File: src/rtl/demux32_route_if.sv
// Handshake bundle for demux32_route: one source port steered to two buffered sink ports.
// The slave modport is the demux itself; the master modport is the surrounding source/sinks.
interface demux32_route_if #(
    parameter int WIDTH = 32,
    parameter int CNTW  = 16
);
    logic             ctl;
    logic             in_valid;
    logic [WIDTH-1:0] in_data;
    logic             in_ready;
    logic             out0_valid;
    logic [WIDTH-1:0] out0_data;
    logic             out0_ready;
    logic [CNTW-1:0]  out0_count;
    logic             out1_valid;
    logic [WIDTH-1:0] out1_data;
    logic             out1_ready;
    logic [CNTW-1:0]  out1_count;

    modport slave (
        input  ctl, in_valid, in_data, out0_ready, out1_ready,
        output in_ready, out0_valid, out0_data, out0_count,
        output out1_valid, out1_data, out1_count
    );

    modport master (
        output ctl, in_valid, in_data, out0_ready, out1_ready,
        input  in_ready, out0_valid, out0_data, out0_count,
        input  out1_valid, out1_data, out1_count
    );
endinterface

File: src/rtl/demux32_route.sv
// 1-to-2 demux with a one-entry skid-free buffer per output port and a per-port delivery counter.
// ctl steers only the word accepted in the same cycle; buffered words stay on their port.
module demux32_route #(
    parameter int WIDTH = 32,
    parameter int CNTW  = 16
) (
    input  logic             clk,
    input  logic             rst_n,
    demux32_route_if.slave   bus
);
    typedef enum logic {
        EMPTY = 1'b0,
        FULL  = 1'b1
    } buf_state_e;

    buf_state_e       st0, st0_nxt;
    buf_state_e       st1, st1_nxt;
    logic [WIDTH-1:0] d0, d1;
    logic [CNTW-1:0]  c0, c1;
    logic             sel_ok, in_xfer, ld0, ld1, dq0, dq1;

    // Readiness looks only at the selected buffer so a stalled sink never blocks the other port.
    always_comb begin
        sel_ok  = bus.ctl ? ((st1 == EMPTY) || bus.out1_ready)
                          : ((st0 == EMPTY) || bus.out0_ready);
        in_xfer = bus.in_valid && sel_ok;
        ld0     = in_xfer && !bus.ctl;
        ld1     = in_xfer &&  bus.ctl;
        dq0     = (st0 == FULL) && bus.out0_ready;
        dq1     = (st1 == FULL) && bus.out1_ready;
    end

    always_comb begin
        st0_nxt = st0;
        st1_nxt = st1;
        unique case (st0)
            EMPTY: if (ld0) st0_nxt = FULL;
            FULL:  if (dq0 && !ld0) st0_nxt = EMPTY;
            default: st0_nxt = EMPTY;
        endcase
        unique case (st1)
            EMPTY: if (ld1) st1_nxt = FULL;
            FULL:  if (dq1 && !ld1) st1_nxt = EMPTY;
            default: st1_nxt = EMPTY;
        endcase
    end

    always_ff @(posedge clk) begin
        if (!rst_n) begin
            st0 <= EMPTY;
            st1 <= EMPTY;
            d0  <= '0;
            d1  <= '0;
            c0  <= '0;
            c1  <= '0;
        end else begin
            st0 <= st0_nxt;
            st1 <= st1_nxt;
            if (ld0) d0 <= bus.in_data;
            if (ld1) d1 <= bus.in_data;
            if (dq0) c0 <= c0 + CNTW'(1);
            if (dq1) c1 <= c1 + CNTW'(1);
        end
    end

    assign bus.in_ready   = sel_ok;
    assign bus.out0_valid = (st0 == FULL);
    assign bus.out1_valid = (st1 == FULL);
    assign bus.out0_data  = d0;
    assign bus.out1_data  = d1;
    assign bus.out0_count = c0;
    assign bus.out1_count = c1;
endmodule

File: src/flat_wrapper.sv
// flat-port wrapper written by rule: the top's interface ports become plain ports
module demux32_route_flat 
#(
    parameter int WIDTH = 32,
    parameter int CNTW  = 16
)
  (clk, rst_n, bus_ctl, bus_in_valid, bus_in_data, bus_out0_ready, bus_out1_ready, bus_in_ready, bus_out0_valid, bus_out0_data, bus_out0_count, bus_out1_valid, bus_out1_data, bus_out1_count);
  demux32_route_if #(.WIDTH(WIDTH), .CNTW(CNTW)) bus_i ();
  input  logic clk;
  input  logic rst_n;
  input wire logic [$bits(bus_i.ctl)-1:0] bus_ctl;
  input wire logic [$bits(bus_i.in_valid)-1:0] bus_in_valid;
  input wire logic [$bits(bus_i.in_data)-1:0] bus_in_data;
  input wire logic [$bits(bus_i.out0_ready)-1:0] bus_out0_ready;
  input wire logic [$bits(bus_i.out1_ready)-1:0] bus_out1_ready;
  output wire logic [$bits(bus_i.in_ready)-1:0] bus_in_ready;
  output wire logic [$bits(bus_i.out0_valid)-1:0] bus_out0_valid;
  output wire logic [$bits(bus_i.out0_data)-1:0] bus_out0_data;
  output wire logic [$bits(bus_i.out0_count)-1:0] bus_out0_count;
  output wire logic [$bits(bus_i.out1_valid)-1:0] bus_out1_valid;
  output wire logic [$bits(bus_i.out1_data)-1:0] bus_out1_data;
  output wire logic [$bits(bus_i.out1_count)-1:0] bus_out1_count;
  assign bus_i.ctl = bus_ctl;
  assign bus_i.in_valid = bus_in_valid;
  assign bus_i.in_data = bus_in_data;
  assign bus_i.out0_ready = bus_out0_ready;
  assign bus_i.out1_ready = bus_out1_ready;
  assign bus_in_ready = bus_i.in_ready;
  assign bus_out0_valid = bus_i.out0_valid;
  assign bus_out0_data = bus_i.out0_data;
  assign bus_out0_count = bus_i.out0_count;
  assign bus_out1_valid = bus_i.out1_valid;
  assign bus_out1_data = bus_i.out1_data;
  assign bus_out1_count = bus_i.out1_count;
  demux32_route #(.WIDTH(WIDTH), .CNTW(CNTW)) u_core (.clk(clk), .rst_n(rst_n), .bus(bus_i));
endmodule
File: config.mk
export PLATFORM = sky130hd
export DESIGN_NAME = demux32_route_flat
export DESIGN_NICKNAME = d
export VERILOG_FILES = /design/src/rtl/demux32_route_if.sv /design/src/rtl/demux32_route.sv /design/src/flat_wrapper.sv
export SDC_FILE = /design/constraint.sdc
export NUM_CORES = 1
export LEC_CHECK = 0
export ABC_AREA = 1
export BUFFER_PORTS_ARGS = -buffer_cell sky130_fd_sc_hd__buf_2
export CORE_UTILIZATION = 44
export CTS_BUF_LIST = sky130_fd_sc_hd__clkbuf_2
export CTS_CLUSTER_DIAMETER = 120
export DETAILED_ROUTE_END_ITERATION = 10
export PLACE_DENSITY_LB_ADDON = 0.08
export RECOVER_POWER = 25
export SYNTH_ARGS = -nofsm -noshare
export SYNTH_HDL_FRONTEND = slang
export SYNTH_SLANG_ARGS = --single-unit
File: constraint.sdc
create_clock -name clk -period 2.55 [get_ports clk]
set_clock_uncertainty 0.05 [all_clocks]
set_input_delay 0.255 -clock clk [delete_from_list [all_inputs] [get_ports clk]]
set_output_delay 0.255 -clock clk [all_outputs]
set_load 0.01 [all_outputs]
# After elaboration in Yosys (flattened, before gate mapping)

Index checks and enable logic that the tools add are counted.

Word-level logic and storage cells: 29
Register bits: 98

Reduce and logical (&&, ||, !) cells: 12
Bitwise gates (word level): 2
Add/sub/neg operators: 2
Mux-type cells: 7

Operator list:

| kind                                           | count |
|---|---|
| adder 16 x 1 -> 16 bit (second input constant) | 2 |
| logical AND 1 bit                              | 7 |
| 2-to-1 mux 1 bit                               | 5 |
| one-hot mux 1 bit (2 select lines)             | 2 |
| zero test 1 bit                                | 3 |
| logical OR 1 bit                               | 2 |
| NOT 1 bit                                      | 2 |

# Longest topological paths before layout

Depth in word-level cells: 9
Depth in mapped cells: 9

# Least setup slack after synthesis

No wires, ideal clock.

Kind: register -> register
Start point: register u_core.c1[0] (netlist: u_core.bus.out1_count[0])
End point: register u_core.c1[14] (netlist: u_core.bus.out1_count[14])
Path slack: 1.177 ns
Setup time: 0.119 ns
Data arrival time: 1.204 ns
Data required time: 2.381 ns
Stages on the path, launching flop included: 9
Clock period less this slack: 1.373 ns
Buffers on the path: 0
Cell sequence: dfxtp_1 ha_1 inv_1 nor2_1 nand2_1 nor2_4 nand3_1 nand2_1 nor2_1

Word-level cells in the longest chain between the ends: 1

RTL lines:

| item                     | RTL line            | RTL |
|---|---|---|
| start: declaration       | demux32_route.sv:19 | `logic [CNTW-1:0] c0, c1;` |
| start signal: assignment | demux32_route.sv:62 | `if (dq1) c1 <= c1 + CNTW'(1);` |
| adder 16 x 1 -> 16 bit   | demux32_route.sv:62 |  |

Every way passes these cells.
A chain may end at the register's enable or synchronous reset.

# Final worst setup path

Start point: register u_core.st1 (netlist: u_core.bus.out1_valid)
End point: register u_core.c1[11] (netlist: u_core.bus.out1_count[11])

Word-level cells in the longest chain between the ends: 1

RTL lines:

| item                     | RTL line            | RTL |
|---|---|---|
| start: declaration       | demux32_route.sv:17 | `buf_state_e st1, st1_nxt;` |
| start signal: assignment | demux32_route.sv:58 | `st1 <= st1_nxt;` |
| logical AND 1 bit        | demux32_route.sv:30 | `dq1 = (st1 == FULL) && bus.out1_ready;` |

Every way passes these cells.

==> results.md <==
Clocking:
- The H-tree generated during clock tree synthesis spans 3 levels.
- The source-to-sink clock delay at the later pin of the worst-skew pair is 0.54 ns.
- The number of clock sinks is 98.
- The maximum root-to-sink buffer count is 2.
- TritonCTS built the clock tree.
- The post-CTS setup repair buffer count is 0.
- In this run, post-CTS hold repair placed 34 buffers.
- In this run the clock root is driven by a clkbuf_2.
- The register clock-pin slew on the reported worst setup and hold paths is 0.29 ns.
- In this run, CTS created clock tree buffers numbering 9.
- Gates resized during post-CTS repair numbered 0.

Worst setup path:
- The required time at the endpoint of the critical path is 2.97 ns.
- The maximum fanout count along the critical path is 8.
- The launch point of the critical path is u_core.bus.out1_valid.
- The worst setup path is captured at a flip-flop.
- The classification of the worst setup path is reg -> reg.
- The start of the worst register-to-register path is u_core.bus.out1_valid.
- The sort of element at the start of the critical path is a flip-flop.
- The arrival time at the worst endpoint is 2.26 ns.

GRT:
- The largest net degree at the start of global routing is 60.
- In the global route stage, met3 resource usage came out at 0.0642.
- Across every metal layer, demand over resource in global routing totals 0.212.
- The first global-routing pass estimated 15500 um of wire.
- The sum of overflow across all layers after global routing is 0.
- In the global route stage, met2 resource usage came out at 0.352.
- The initial antenna violation count is 1.
- The layer flagged by global routing as most heavily used is met2.
- The via count of the first global-routing pass is 3428.
- The fraction of met1 tracks used by global routing is 0.262.

Routing:
- In the final routed layout, each cell accounts on average for 12.3 um.
- The first routing iteration left 132 violations.
- The number of iterations in the first detailed-routing pass is 4.
- After detailed routing, the number of remaining DRC violations is 0.
- The wire length after detailed routing is 9970 um.
- The number of nets with antenna violations after routing is 0.
- In the routed layout, each cell is associated on average with a via count of 4.80.
- The total number of vias is 3879.

Synth:
- The top flip-flop cell by instance count after synthesis is dfxtp_1.
- Summing every instance area after synthesis gives 3940 um^2.
- After synthesis, the share of flip-flops with an asynchronous set or reset is 0.
- The share of synthesized area in the top cell type comes to 0.498.
- The post-synth net total is 573.
- Synthesis produced 533 cells.
- The average instance in the mapped netlist occupies 7.39 um^2.
- Yosys mapped a number of flops with a built-in enable equal to 0.
- Sorting the synthesized cells by area gives the leading types as dfxtp_1 (50%), nor2_1 (16%), o21ai_0 (7.0%), nand2_1 (5.7%), inv_1 (3.3%).
- The largest area contributor in the synthesized netlist is dfxtp_1.
- Yosys printed 0 warnings.
- The register bit count reported by yosys is 98.
- The sequential fraction of the synthesis area is 0.498.
- The commonest cells after synthesis are nor2_1 (168), dfxtp_1 (98), nand2_1 (60).
- After synthesis, the netlist uses 30 different library cells.
- The most frequently used cell type in the post-synthesis netlist is nor2_1.

Floorplan:
- The effective utilization at floorplan is 0.454.
- The initialized floorplan defines 34 standard-cell rows.
- In this run the count of I/O pins placed on the die edge is 137.
- The die span in x is 96.6 um.
- After floorplanning, the core was sized to cover 8680 um^2.
- The floorplan die area is 9330 um^2.
- The chip height is 96.6 um.

Timing:
- Setup slack closes at 0.708 ns.
- Setup repair after global routing left no endpoint under its margin.
- Of the available clock period, the critical path in the final layout requires 0.722.
- The clock period minus worst slack is 1.84 ns.
- The max-slew violation count came to 0.
- Setup total negative slack on the finished layout was measured at 0 ns.
- The worst pin sits at a relative slew slack of 0.394.
- Setup violations remaining at the end of the flow were counted as 0.
- For the pin with the worst max-slew slack, the measured transition is 0.902 ns.
- Static timing analysis puts the maximum clock frequency at 0.543 GHz.
- The final count of hold timing violations is 0.

Layout:
- The layout-stage area growth over the synthesis result is 28.3%.
- 0 antenna diodes ended up in the layout.
- For this run, the post-layout net count is 735.
- In the final layout, the share of cells above drive strength 1 is 0.197.
- The filler cells instantiated in the layout total 845.
- The area of the multi-input gates is 1660 um^2.
- The sequential cell area is 1960 um^2.

Power and ir drop:
- The share of total power dissipated in the clock network is 0.280.
- For this design the total switching power over the nets is 778 uW.
- The analysis attributes to cell leakage a power of 0.00243 uW.
- IR analysis of the VDD net gives a maximum drop of 0.000298 V.
- The share of total power dissipated in sequential elements is 0.594.
- Cell internal power was estimated by the tool at 2000 uW.
- The share of total power consumed by net switching is 0.280.
- Power spread over the standard cell area amounts to 550 nW/um^2.
- The logic gate share of total power is 0.126.

Outcome:
- The flow ran to the end, and the final reports show no timing, DRC or antenna violations.

Place:
- The HPWL after detailed placement is 6500 um.
- The port buffer count is 136.
- At the end of routability-driven placement, the weighted congestion stood at 0.841.
- The post-placement worst setup slack is 1.07 ns.

Flow run:
- Max-cap violations in this run came to 0.

Worst hold path:
- In this run the worst hold path is classified as in -> reg.
- The startpoint identified for the worst hold timing path is rst_n.
## placed cells by master, fill, tap and decap left out
| cell | count |
|---|---|
| nor2_4 | 3 |
| xor2_1 | 3 |
| clkinvlp_4 | 2 |
| o21ai_1 | 20 |
| nand2_2 | 2 |
| o21ai_0 | 55 |
| nand4_1 | 7 |
| dlygate4sd3_1 | 34 |
| and2_1 | 1 |
| ha_1 | 2 |
| inv_1 | 36 |
| and3_1 | 1 |
| o21bai_1 | 2 |
| xnor2_1 | 1 |
| buf_4 | 2 |
| a31oi_1 | 1 |
| a21oi_1 | 15 |
| nor2_2 | 2 |
| clkbuf_2 | 10 |
| inv_6 | 3 |
| clkbuf_1 | 31 |
| nor3_4 | 1 |
| o21a_1 | 1 |
| bufinv_16 | 1 |
| nand2_1 | 62 |
| buf_12 | 1 |
| inv_2 | 5 |
| buf_2 | 105 |
| nand3_1 | 19 |
| nand3_2 | 1 |
| nor2_1 | 170 |
| nor3_1 | 3 |
| dfxtp_1 | 98 |
## state kept, by name (all words and copies together) (netlist names)
signal,flops
u_core.bus.out0_valid,1
u_core.bus.out0_data,32
u_core.bus.out1_valid,1
u_core.bus.out1_data,32
u_core.bus.out0_count,16
u_core.bus.out1_count,16
## worst max-delay path: stages, from the launching register on
cell and delay [ns]:
dfxtp_1 0.41, nand2_1 0.20, nor3_1 0.80, nand4_1 0.16, nand2_1 0.11, nor2_1 0.04
## power by group through the flow
stage	registers, uW	logic (uW)	clock network (uW)
final	1650	350	777
after global routing	1660	393	859
after CTS	1650	362	807
after detailed placement	1670	321	0
after global placement	1670	318	0
after floorplan	1710	145	0
## area by class of cell
class                           count  area share
Timing Repair Buffer              173       0.201
Sequential cell                    98       0.388
Inverter                           41      0.0305
Clock buffer                       10     0.00991
Multi-Input combinational cell    372       0.329
Tap cell                          108      0.0268
Clock inverter                      6      0.0141
## logic make-up (layout without fill, tap and decap cells)
family,count (synthesis),in the layout,synth area share
fa+ha+maj,2,2,0.00636
xor+xnor,4,4,0.00890
compound gates,94,94,0.122
flops,98,98,0.498
buf+inv,63,230,0.0728
simple gates,272,272,0.292
## stage by stage
step                std cells  hold slack [ns]  power (uW)  instance area [um^2]  utilization
floorplan                 533            0.340        1850                  3940            -
global placement          758            0.422        1990                  4650        0.536
detailed placement        758            0.426        1990                  4650        0.536
CTS                       808            0.107        2820                  5120        0.590
global route              808            0.129        2910                  5050        0.582
finish                    808            0.163        2780                  5050        0.582
## layer usage
metal	routed length [um]	part of all wire
met4	186	0.019
met5	13	0.0013
met1	4500	0.45
met3	604	0.061
met2	4660	0.47
## worst paths after layout
path                                                   to  slack (ns)  depth (start not counted)
worst max-delay path            u_core.bus.out1_count[11]        0.71                          5
worst min-delay path              u_core.bus.out0_data[6]        0.16                          3
worst max register to register  u_core.bus.out1_count[11]        0.71                          5
worst min register to register   u_core.bus.out0_count[2]        0.47                          2
Power figures use the tool's default switching activity.
